==> src/rtl/lcd_note_writer_pkg.sv <==
// lcd_note_writer_pkg
//   Shared definitions for the LCD note writer: HD44780 command bytes,
//   the character-word field layout returned by map_rom, and the state
//   encodings of the top sequencer and the byte transmitter.
//   Helper char_byte() maps a 9-bit character word to the byte sent to
//   the LCD.
package lcd_note_writer_pkg;

    // HD44780 commands (8-bit interface)
    localparam logic [7:0] FUNC_SET_8B2L = 8'h38;  // 8-bit bus, 2 lines, 5x8 font
    localparam logic [7:0] DISP_ON       = 8'h0C;  // display on, cursor off, blink off
    localparam logic [7:0] CLEAR         = 8'h01;  // clear display, home cursor
    localparam logic [7:0] ENTRY_INC     = 8'h06;  // increment address, no shift
    localparam logic [7:0] SPACE         = 8'h20;  // blank character

    // Character word: bit 8 marks a printable character, bits 7:0 its code
    localparam int CHAR_VALID_BIT = 8;

    // Top sequencer: one state per LCD byte in flight
    typedef enum logic [3:0] {
        ST_PWRUP    = 4'd0,
        ST_INIT_FS  = 4'd1,
        ST_INIT_ON  = 4'd2,
        ST_INIT_CLR = 4'd3,
        ST_INIT_ENT = 4'd4,
        ST_IDLE     = 4'd5,
        ST_LOOKUP   = 4'd6,
        ST_ADDR_L   = 4'd7,
        ST_CHAR_L   = 4'd8,
        ST_ADDR_R   = 4'd9,
        ST_CHAR_R   = 4'd10
    } top_state_t;

    // Byte transmitter phases
    typedef enum logic [1:0] {
        TX_IDLE  = 2'd0,
        TX_SETUP = 2'd1,
        TX_PULSE = 2'd2,
        TX_WAIT  = 2'd3
    } tx_state_t;

    // A blank cell is written as a space so stale characters are erased.
    function automatic logic [7:0] char_byte(input logic [8:0] word);
        return word[CHAR_VALID_BIT] ? word[7:0] : SPACE;
    endfunction

endpackage

==> src/rtl/lcd_byte_tx.sv <==
// lcd_byte_tx
//   Writes one byte to an HD44780 bus: SETUP (1 cycle, rs/data driven,
//   en low) -> PULSE (EN_HIGH_CYC cycles, en high) -> WAIT (wait_cyc
//   cycles, en low, rs/data held). rs/data hold their last value when idle.
// Ports
//   clk, rst_n      clock, asynchronous active-low reset
//   start           launch a byte; accepted when idle or in the done cycle
//   rs, data        register-select and byte value, captured on accept
//   wait_cyc        post-pulse wait, captured on accept (must be >= 1)
//   busy            a byte is in progress
//   done            1-cycle pulse during the last WAIT cycle
//   lcd_rs/en/data  LCD bus outputs (registered)
import lcd_note_writer_pkg::*;

module lcd_byte_tx #(
    parameter int TW          = 4,
    parameter int EN_HIGH_CYC = 2
) (
    input  logic          clk,
    input  logic          rst_n,
    input  logic          start,
    input  logic          rs,
    input  logic [7:0]    data,
    input  logic [TW-1:0] wait_cyc,
    output logic          busy,
    output logic          done,
    output logic          lcd_rs,
    output logic          lcd_en,
    output logic [7:0]    lcd_data
);

    localparam logic [TW-1:0] EN_LOAD = TW'(EN_HIGH_CYC - 1);

    tx_state_t     state;
    logic [TW-1:0] cnt;
    logic [TW-1:0] wait_r;

    // done is decoded (not registered) so the sequencer can chain the next
    // byte's SETUP straight after this byte's last WAIT cycle.
    assign done = (state == TX_WAIT) && (cnt == '0);
    assign busy = (state != TX_IDLE);

    always_ff @(posedge clk or negedge rst_n) begin
        if (!rst_n) begin
            state    <= TX_IDLE;
            cnt      <= '0;
            wait_r   <= '0;
            lcd_rs   <= 1'b0;
            lcd_en   <= 1'b0;
            lcd_data <= 8'h00;
        end else if (start && (state == TX_IDLE || done)) begin
            state    <= TX_SETUP;
            lcd_rs   <= rs;
            lcd_data <= data;
            wait_r   <= wait_cyc;
            lcd_en   <= 1'b0;
        end else begin
            case (state)
                TX_SETUP: begin
                    state  <= TX_PULSE;
                    lcd_en <= 1'b1;
                    cnt    <= EN_LOAD;
                end
                TX_PULSE: begin
                    if (cnt == '0) begin
                        state  <= TX_WAIT;
                        lcd_en <= 1'b0;
                        cnt    <= wait_r - 1'b1;
                    end else begin
                        cnt <= cnt - 1'b1;
                    end
                end
                TX_WAIT: begin
                    if (cnt == '0) state <= TX_IDLE;
                    else           cnt   <= cnt - 1'b1;
                end
                default: state <= TX_IDLE;
            endcase
        end
    end

endmodule

==> src/rtl/lcd_note_writer.sv <==
// lcd_note_writer
//   Accepts a 6-bit note index, looks up its left/right character words in
//   map_rom and writes them to two cells of an HD44780 LCD. Runs the LCD
//   power-up init sequence after every reset.
// Ports
//   clk, rst_n           clock, asynchronous active-low reset
//   req_valid, req_idx   note request (held by requester until accepted)
//   req_ready            idle and initialised
//   rom_idx              registered index to map_rom
//   rom_left, rom_right  character words from map_rom
//   init_done            sticky high once init completes
//   lcd_rs/rw/en/data    LCD pins (rw tied low, write only)
//
// Handshake: a request is accepted on a rising clk edge where
// req_valid && req_ready. req_ready is high only in IDLE; requests raised
// while busy are not queued, the requester keeps req_valid high until
// accepted, and req_idx must be stable while req_valid is high.
import lcd_note_writer_pkg::*;

module lcd_note_writer #(
    parameter int         EN_HIGH_CYC  = 12,
    parameter int         CMD_WAIT_CYC = 2500,
    parameter int         CLR_WAIT_CYC = 82000,
    parameter int         PWRUP_CYC    = 750000,
    parameter logic [7:0] LEFT_ADDR    = 8'h80,
    parameter logic [7:0] RIGHT_ADDR   = 8'h81
) (
    input  logic       clk,
    input  logic       rst_n,
    input  logic       req_valid,
    input  logic [5:0] req_idx,
    output logic       req_ready,
    output logic [5:0] rom_idx,
    input  logic [8:0] rom_left,
    input  logic [8:0] rom_right,
    output logic       init_done,
    output logic       lcd_rs,
    output logic       lcd_rw,
    output logic       lcd_en,
    output logic [7:0] lcd_data
);

    localparam int MAX_A = (PWRUP_CYC > CLR_WAIT_CYC) ? PWRUP_CYC : CLR_WAIT_CYC;
    localparam int MAX_B = (CMD_WAIT_CYC > EN_HIGH_CYC) ? CMD_WAIT_CYC : EN_HIGH_CYC;
    localparam int MAX_C = (MAX_A > MAX_B) ? MAX_A : MAX_B;
    localparam int TW    = $clog2(MAX_C + 1);

    localparam logic [TW-1:0] PWR_LAST = TW'(PWRUP_CYC - 1);
    localparam logic [TW-1:0] CMD_WAIT = TW'(CMD_WAIT_CYC);
    localparam logic [TW-1:0] CLR_WAIT = TW'(CLR_WAIT_CYC);

    top_state_t    state;
    top_state_t    launch_st;
    logic          launch;
    logic [TW-1:0] pwr_cnt;
    logic [8:0]    left_r;
    logic [8:0]    right_r;

    logic          tx_rs;
    logic [7:0]    tx_data;
    logic [TW-1:0] tx_wait;
    logic          tx_busy;
    logic          tx_done;

    assign lcd_rw = 1'b0;

    // Launch decode: the byte transmitter is started in the same edge that
    // the sequencer moves into the state for that byte, so consecutive bytes
    // follow with no idle cycle between them.
    always_comb begin
        launch    = 1'b0;
        launch_st = state;
        case (state)
            ST_PWRUP:    if (pwr_cnt == PWR_LAST) begin launch = 1'b1; launch_st = ST_INIT_FS;  end
            ST_INIT_FS:  if (tx_done)             begin launch = 1'b1; launch_st = ST_INIT_ON;  end
            ST_INIT_ON:  if (tx_done)             begin launch = 1'b1; launch_st = ST_INIT_CLR; end
            ST_INIT_CLR: if (tx_done)             begin launch = 1'b1; launch_st = ST_INIT_ENT; end
            ST_LOOKUP:   if (!tx_busy)            begin launch = 1'b1; launch_st = ST_ADDR_L;   end
            ST_ADDR_L:   if (tx_done)             begin launch = 1'b1; launch_st = ST_CHAR_L;   end
            ST_CHAR_L:   if (tx_done)             begin launch = 1'b1; launch_st = ST_ADDR_R;   end
            ST_ADDR_R:   if (tx_done)             begin launch = 1'b1; launch_st = ST_CHAR_R;   end
            default: ;
        endcase

        // Byte content for the state being launched into
        tx_rs   = 1'b0;
        tx_data = FUNC_SET_8B2L;
        tx_wait = CMD_WAIT;
        case (launch_st)
            ST_INIT_ON:  tx_data = DISP_ON;
            ST_INIT_CLR: begin tx_data = CLEAR; tx_wait = CLR_WAIT; end
            ST_INIT_ENT: tx_data = ENTRY_INC;
            ST_ADDR_L:   tx_data = LEFT_ADDR;
            ST_CHAR_L:   begin tx_rs = 1'b1; tx_data = char_byte(left_r); end
            ST_ADDR_R:   tx_data = RIGHT_ADDR;
            ST_CHAR_R:   begin tx_rs = 1'b1; tx_data = char_byte(right_r); end
            default: ;
        endcase
    end

    always_ff @(posedge clk or negedge rst_n) begin
        if (!rst_n) begin
            state     <= ST_PWRUP;
            pwr_cnt   <= '0;
            rom_idx   <= 6'd0;
            left_r    <= 9'd0;
            right_r   <= 9'd0;
            init_done <= 1'b0;
            req_ready <= 1'b0;
        end else begin
            if (launch) state <= launch_st;
            case (state)
                // Power-up delay counts up from the cleared value to PWRUP_CYC-1.
                ST_PWRUP: begin
                    if (pwr_cnt != PWR_LAST) pwr_cnt <= pwr_cnt + 1'b1;
                end
                ST_INIT_ENT: begin
                    if (tx_done) begin
                        state     <= ST_IDLE;
                        init_done <= 1'b1;
                        req_ready <= 1'b1;
                    end
                end
                ST_IDLE: begin
                    if (req_valid && req_ready) begin
                        state     <= ST_LOOKUP;
                        rom_idx   <= req_idx;
                        req_ready <= 1'b0;
                    end
                end
                // map_rom answered combinationally on rom_idx; capture once so
                // later ROM changes cannot disturb the bytes in flight.
                ST_LOOKUP: begin
                    left_r  <= rom_left;
                    right_r <= rom_right;
                end
                ST_CHAR_R: begin
                    if (tx_done) begin
                        state     <= ST_IDLE;
                        req_ready <= 1'b1;
                    end
                end
                default: ;
            endcase
        end
    end

    lcd_byte_tx #(
        .TW          (TW),
        .EN_HIGH_CYC (EN_HIGH_CYC)
    ) u_tx (
        .clk      (clk),
        .rst_n    (rst_n),
        .start    (launch),
        .rs       (tx_rs),
        .data     (tx_data),
        .wait_cyc (tx_wait),
        .busy     (tx_busy),
        .done     (tx_done),
        .lcd_rs   (lcd_rs),
        .lcd_en   (lcd_en),
        .lcd_data (lcd_data)
    );

endmodule

==> config.mk <==
export PLATFORM = sky130hd
export DESIGN_NAME = lcd_note_writer
export DESIGN_NICKNAME = d
export VERILOG_FILES = /design/src/rtl/lcd_note_writer_pkg.sv /design/src/rtl/lcd_byte_tx.sv /design/src/rtl/lcd_note_writer.sv
export SDC_FILE = /design/constraint.sdc
export NUM_CORES = 1
export LEC_CHECK = 0
export CORE_MARGIN = 1.5
export CORE_UTILIZATION = 40
export CTS_BUF_LIST = sky130_fd_sc_hd__clkbuf_16
export DETAILED_ROUTE_END_ITERATION = 10
export PLACE_DENSITY = 0.64
export SYNTH_ARGS = -nofsm -noshare
export SYNTH_HDL_FRONTEND = slang
export SYNTH_SLANG_ARGS = --single-unit
==> constraint.sdc <==
create_clock -name clk -period 2.9 [get_ports clk]
set_clock_uncertainty 0.1 [all_clocks]
set_input_delay 0.29 -clock clk [delete_from_list [all_inputs] [get_ports clk]]
set_output_delay 0.29 -clock clk [all_outputs]
set_load 0.01 [all_outputs]
After elaboration in Yosys (flattened, before gate mapping)
Index checks and enable logic that the tools add are counted.
W data, S select, Z words.
{"block": "totals", "reg_bits": 102, "inputBits": 27, "output_inout_bits": 19, "elab_cells": 100}
{"block": "classes", "n_addsub": 3, "eq_ne": 27, "mux": 35, "bitwise": 1, "reduce_logical": 21}
{"cell": "$pmux W20 S3", "count": 1}
{"cell": "$pmux W8 S7", "count": 1}
{"cell": "$mux W4", "count": 11}
{"cell": "$mux W20", "count": 2}
{"cell": "$sub A20 B1 Y20 const B", "count": 2}
{"cell": "$pmux W4 S8", "count": 1}
{"cell": "$eq A4 B3 Y1 const B", "count": 6}
{"cell": "$eq A4 B4 Y1 const B", "count": 6}
{"cell": "$add A20 B1 Y20 const B", "count": 1}
{"cell": "$eq A20 B20 Y1 const B", "count": 1}
{"cell": "$logic_not A20 Y1", "count": 1}
{"cell": "$ne A20 B20 Y1 const B", "count": 1}
{"cell": "$mux W17", "count": 1}
{"cell": "$eq A4 B2 Y1 const B", "count": 4}
{"cell": "$mux W8", "count": 2}
{"cell": "$reduce_and A2 Y1", "count": 5}
{"cell": "$mux W1", "count": 8}
{"cell": "$pmux W4 S2", "count": 1}
{"cell": "$mux W2", "count": 3}
{"cell": "$pmux W2 S3", "count": 1}
{"cell": "$reduce_and A3 Y1", "count": 2}
{"cell": "$reduce_bool A3 Y1", "count": 2}
{"cell": "$reduce_or A6 Y1", "count": 1}
{"cell": "$eq A2 B2 Y1 const B", "count": 2}
{"cell": "other kinds (15)", "count": 21}

Depth between registers and ports, before layout
{"block": "depth", "depth_word": 7, "ltp_mapped": 11}

Modules after synthesis
A second synthesis with hierarchy kept.
{"block": "unflattened", "cells_unflattened": 572, "hier_area_um2": 5841.9}
{"module": "lcd_byte_tx", "instances": 1, "cells_each": 313, "area_per_inst_um2": 3205.6, "seq_area_each_um2": 1301.2}
{"module": "lcd_note_writer", "instances": 1, "cells_each": 259, "area_per_inst_um2": 2636.3, "seq_area_each_um2": 1251.2}

Worst setup path after synthesis
No wires, ideal clock.
{"block": "synth_timing", "path_type": "register to register", "from": "reg u_tx.cnt[0]", "to": "reg u_tx.cnt[14]", "setup_ns": 0.121, "arrival_ns": 2.072, "t_required_ns": 2.679, "path_slack_ns": 0.607, "path_stages_with_launch": 12, "path_buffers": 3, "synth_period_minus_slack_ns": 2.293, "cell_sequence": "dfrtp_1 inv_1 ha_1 nor3b_1 and4_1 buf_2 and2_1 clkbuf_1 nor2_1 clkbuf_1 o21ai_0 a22o_1"}
{"block": "synth_via", "elab_chain_len": 7, "word_cells_on_any_way": 13, "classes_between": "add/sub (1); eq/ne (1); mux (5); bitwise (1); reduce/logical (5)"}
{"element": "from (decl)", "line_no": "lcd_byte_tx.sv:35", "source": "logic [TW-1:0] cnt;"}
{"element": "from (signal assigned)", "line_no": "lcd_byte_tx.sv:68", "source": "cnt <= wait_r - 1'b1;"}
{"element": "from (signal assigned)", "line_no": "lcd_byte_tx.sv:70", "source": "cnt <= cnt - 1'b1;"}
{"element": "from (signal assigned)", "line_no": "lcd_byte_tx.sv:75", "source": "else cnt <= cnt - 1'b1;"}
{"element": "branches (longest 7 deep; another with $sub A20 B1 Y20)"}
Parallel ways; which one is timed is not known. The select of a mux whose other input is x is not followed.
A chain may end at the register's enable or synchronous reset.

Final worst setup path
{"block": "layout_timing", "from": "reg u_tx.cnt[0]", "to": "reg u_tx.lcd_data[7]"}
{"block": "layout_via", "elab_chain_len": 6, "word_cells_on_any_way": 21, "classes_between": "eq/ne (7); mux (10); reduce/logical (4)"}
{"element": "$logic_not A20 Y1 *", "line_no": "lcd_byte_tx.sv:40", "source": "assign done = (state == TX_WAIT) && (cnt == '0);"}
{"element": "$logic_and A1 B1 Y1 *", "line_no": "lcd_byte_tx.sv:40"}
{"element": "$mux W4 (tied with other cells)", "line_no": "lcd_note_writer.sv:81", "source": "ST_ADDR_R: if (tx_done) begin launch = 1'b1; launch_st = ST_CHAR_R; end"}
{"element": "$pmux W4 S8", "line_no": "lcd_note_writer.sv:73", "source": "case (state)"}
{"element": "$eq A4 B4 Y1 (tied with other cells)", "line_no": "lcd_note_writer.sv:89", "source": "case (launch_st)"}
{"element": "$pmux W8 S7", "line_no": "lcd_note_writer.sv:89"}
{"element": "to (signal assigned)", "line_no": "lcd_byte_tx.sv:54", "source": "lcd_data <= data;"}
{"element": "to (decl)", "line_no": "lcd_byte_tx.sv:29", "source": "output logic [7:0] lcd_data"}
Mark *: on every way between the ends. The rest lies on a longest branch, timed or not.

==> results.json <==
{
  "ioPinCount": 46,
  "fin_nets": 601,
  "synthMuxAreaShare_pct": 4.90,
  "firstDrtPassIters": 8,
  "die_h_um": 113,
  "ys_async_sr_fraction_pct": 100,
  "cpLargestDelayFamily": "simple AND/OR/NAND/NOR gates",
  "postCtsHoldBufs": 0,
  "grt_max_degree": 86,
  "period_share_pct": 92.6,
  "layout-drive-gt1-share_pct": 12.4,
  "cts_tree": "yes",
  "post-route-min-period_ns": 2.68,
  "grt-ovfl-total": 0,
  "worst-setup-path-type": "reg -> reg",
  "critPathBufInv": 1,
  "rsz0062_at_grt": "no",
  "synth_top_family_by_area": "simple AND/OR/NAND/NOR gates",
  "drv_cap": 0,
  "timing.rr.end": "u_tx.lcd_data[7]$_DFFE_PN0P_",
  "cts_setup_buffers": 0,
  "post-dp-hpwl_mm": 8.37,
  "postLayoutCoreUtil_pct": 49.5,
  "yosys.area_share.simple_pct": 21.4,
  "antenna_found_initial": 0,
  "h-tree-depth": 3,
  "cpPeakStageDelay_ns": 0.52,
  "routed_wirelength_mm": 11.7,
  "hold_viol_final": 0,
  "core-area_mm2": 0.0116,
  "worstPathCellList": "inv_1 > ha_1 > nor3b_1 > and4_1 > nand3_1 > a2111oi_4 > nand4_1 > o21ai_1",
  "setup_viol": 0,
  "grt_pass1_wl_mm": 20.1,
  "reg2reg_from": "u_tx.cnt[0]$_DFFE_PN0P_",
  "ir_drop_mv": 0.247,
  "synth_seq_area_share_pct": 44.3,
  "ant_nets": 0,
  "violations": "DRC",
  "syn2layout_area_growth_pct": 19.1,
  "outcome": "complete, but fails checks",
  "yosys.area_share.xor_xnor_pct": 4.01,
  "row_count": 39,
  "fmax_mhz": 373,
  "power_density_mw_per_mm2": 406,
  "fp.dieArea_mm2": 0.0127,
  "worstHoldPathType": "in -> async",
  "crit_arrival_ns": 2.86,
  "drt_iter0_drc": 363,
  "p_leak_nw": 2.59,
  "synthAdderAreaFrac_pct": 2.08,
  "cp.required_ns": 3.08,
  "grt_pass1_vias": 3994,
  "num_vias": 4095,
  "r2r_cells": 8,
  "clk_latency_ns": 0.36,
  "via_per_inst": 5.74,
  "port_buffers": 44,
  "synth_edf_count": 0,
  "cts_buffer_depth": 2,
  "syn_nets": 555,
  "wl_per_cell_um": 16.4,
  "drc": 1,
  "synth-compound-area-share_pct": 19.1,
  "path_depth": 8,
  "num_antenna_cells": 0,
  "cts_buffers": 9,
  "die_w_um": 113,
  "cts_sinks": 85,
  "fin_tns_setup_ns": 0,
  "ys_ff_latch": 85,
  "synth_flop_cell": "dfrtp_1",
  "synth_cells": 520,
  "critPathCaptureType": "register",
  "gp_congestion": 0.913,
  "initial_core_util_pct": 41.5,
  "start_kind": "register",
  "slew_violations": 0,
  "cts.repair.resized": 0,
  "syn_avg_cell_area_um2": 9.24,
  "track_usage_pct": 20.1,
  "reg2reg_slack_ns": 0.22,
  "root_buffer": "clkbuf_16",
  "worst_pin_slew_ns": 1.07,
  "yosys_warnings": 0,
  "slew_headroom_pct": 28.4,
  "cpMaxStageDelayCell": "a2111oi_4",
  "ys_types": 65,
  "path_clk_slew_ns": 0.06,
  "syn_area_mm2": 0.00480,
  "crit_fanout": 7
}
report_power, final:
group          internal [mW]  switching, mW
logic                 0.0300         0.0270
clock network          0.583          0.497
registers               1.19              0
total                   1.80          0.524
area by class of cell:
cell class                      count  area (um2)
Timing Repair Buffer               64         588
Sequential cell                    85        2130
Tap cell                          143         179
Fill cell                        1076        5840
Clock buffer                        9         225
Clock inverter                      7        50.0
Multi-Input combinational cell    386        2480
Inverter                           20        75.1
cells by family after synthesis:
| logic type | after synthesis |
|---|---|
| XOR/XNOR | 22 |
| flip-flops | 85 |
| adder cells (fa/ha/maj) | 8 |
| AO/OA/AOI/OAI | 136 |
| other | 1 |
| AND/OR/NAND/NOR | 198 |
| buffers and inverters | 49 |
| multiplexers | 21 |
worst max path at each step:
stage                                 start                            to  slack, ns
detailed placement  u_tx.cnt[0]$_DFFE_PN0P_  u_tx.lcd_data[7]$_DFFE_PN0P_       0.27
CTS                 u_tx.cnt[0]$_DFFE_PN0P_  u_tx.lcd_data[7]$_DFFE_PN0P_       0.25
finish              u_tx.cnt[0]$_DFFE_PN0P_  u_tx.lcd_data[7]$_DFFE_PN0P_       0.22
global route        u_tx.cnt[0]$_DFFE_PN0P_  u_tx.lcd_data[6]$_DFFE_PN0P_      0.007
global placement    u_tx.cnt[0]$_DFFE_PN0P_       u_tx.cnt[5]$_DFFE_PN0P_       0.38
floorplan           u_tx.cnt[0]$_DFFE_PN0P_      u_tx.cnt[14]$_DFFE_PN0P_       0.61
state kept, by name, indices dropped and copies added, names as in the netlist:
name,flops
u_tx.lcd_en,1
init_done,1
state,4
u_tx.state,2
pwr_cnt,20
u_tx.lcd_data,8
left_r,9
u_tx.cnt,20
u_tx.lcd_rs,1
rom_idx,6
u_tx.wait_r,3
req_ready,1
right_r,9
placed cells by master, fill, tap and decap left out, types with 8 or more instances in the layout:
cell	Yosys	layout
nand2_1	44	44
nor3_1	16	16
xnor2_1	16	16
nor4_1	8	8
nor2_1	41	41
o21ai_0	34	34
buf_4	1	21
a22o_1	9	9
clkdlybuf4s50_1	0	43
clkbuf_16	0	9
dfrtp_1	85	85
nand4_1	13	13
a21oi_1	27	27
a31oi_1	9	9
ha_1	8	8
nand3_1	23	23
inv_1	20	21
mux2_2	20	20
cell usage after synthesis (all sizes together), types with 5 or more instances:
library cell / count / area [um2]
a22oi: 5 / 37.5
a21oi: 28 / 151
a22o: 9 / 78.8
inv: 20 / 75.1
clkbuf: 19 / 71.3
o31ai: 7 / 52.6
ha: 8 / 100
dfrtp: 85 / 2130
nand2b: 7 / 43.8
nor2: 42 / 160
nand2: 44 / 165
nand3: 23 / 115
o21ai: 40 / 200
buf: 10 / 51.3
nor2b: 7 / 43.8
xnor2: 16 / 140
or3: 6 / 42.5
and3: 7 / 43.8
nor4: 9 / 62.6
nand4: 13 / 81.3
nor3: 20 / 120
xor2: 6 / 52.6
and2: 6 / 37.5
mux2: 20 / 225
a31oi: 9 / 56.3
worst register-to-register path, stage by stage (launching register included):
cell	delay (ns)
dfrtp_1	0.42
inv_1	0.09
ha_1	0.15
nor3b_1	0.32
and4_1	0.41
nand3_1	0.17
a2111oi_4	0.52
nand4_1	0.25
o21ai_1	0.18
routing by layer:
metal / routed length [um] / up-vias / track usage [%]
li1: - / 1973 / -
met1: 5530 / 1999 / 27.4
met2: 5510 / 102 / 31.4
met3: 443 / 21 / 3.83
met4: 261 / 0 / 8.52
met5: 0 / - / 0
stage by stage:
step	power [mW]	worst slack, ns	std cells	area (um2)	hold slack, ns
2_1_floorplan	1.21	0.607	520	4800	-0.106
3_3_place_gp	1.27	0.383	698	5450	0.365
3_5_place_dp	1.27	0.269	698	5450	0.365
4_1_cts	2.36	0.254	714	5720	0.0978
5_1_grt	2.41	0.00662	714	5720	0.118
6_report	2.32	0.216	714	5720	0.0270
Power figures use the tool's default switching activity.
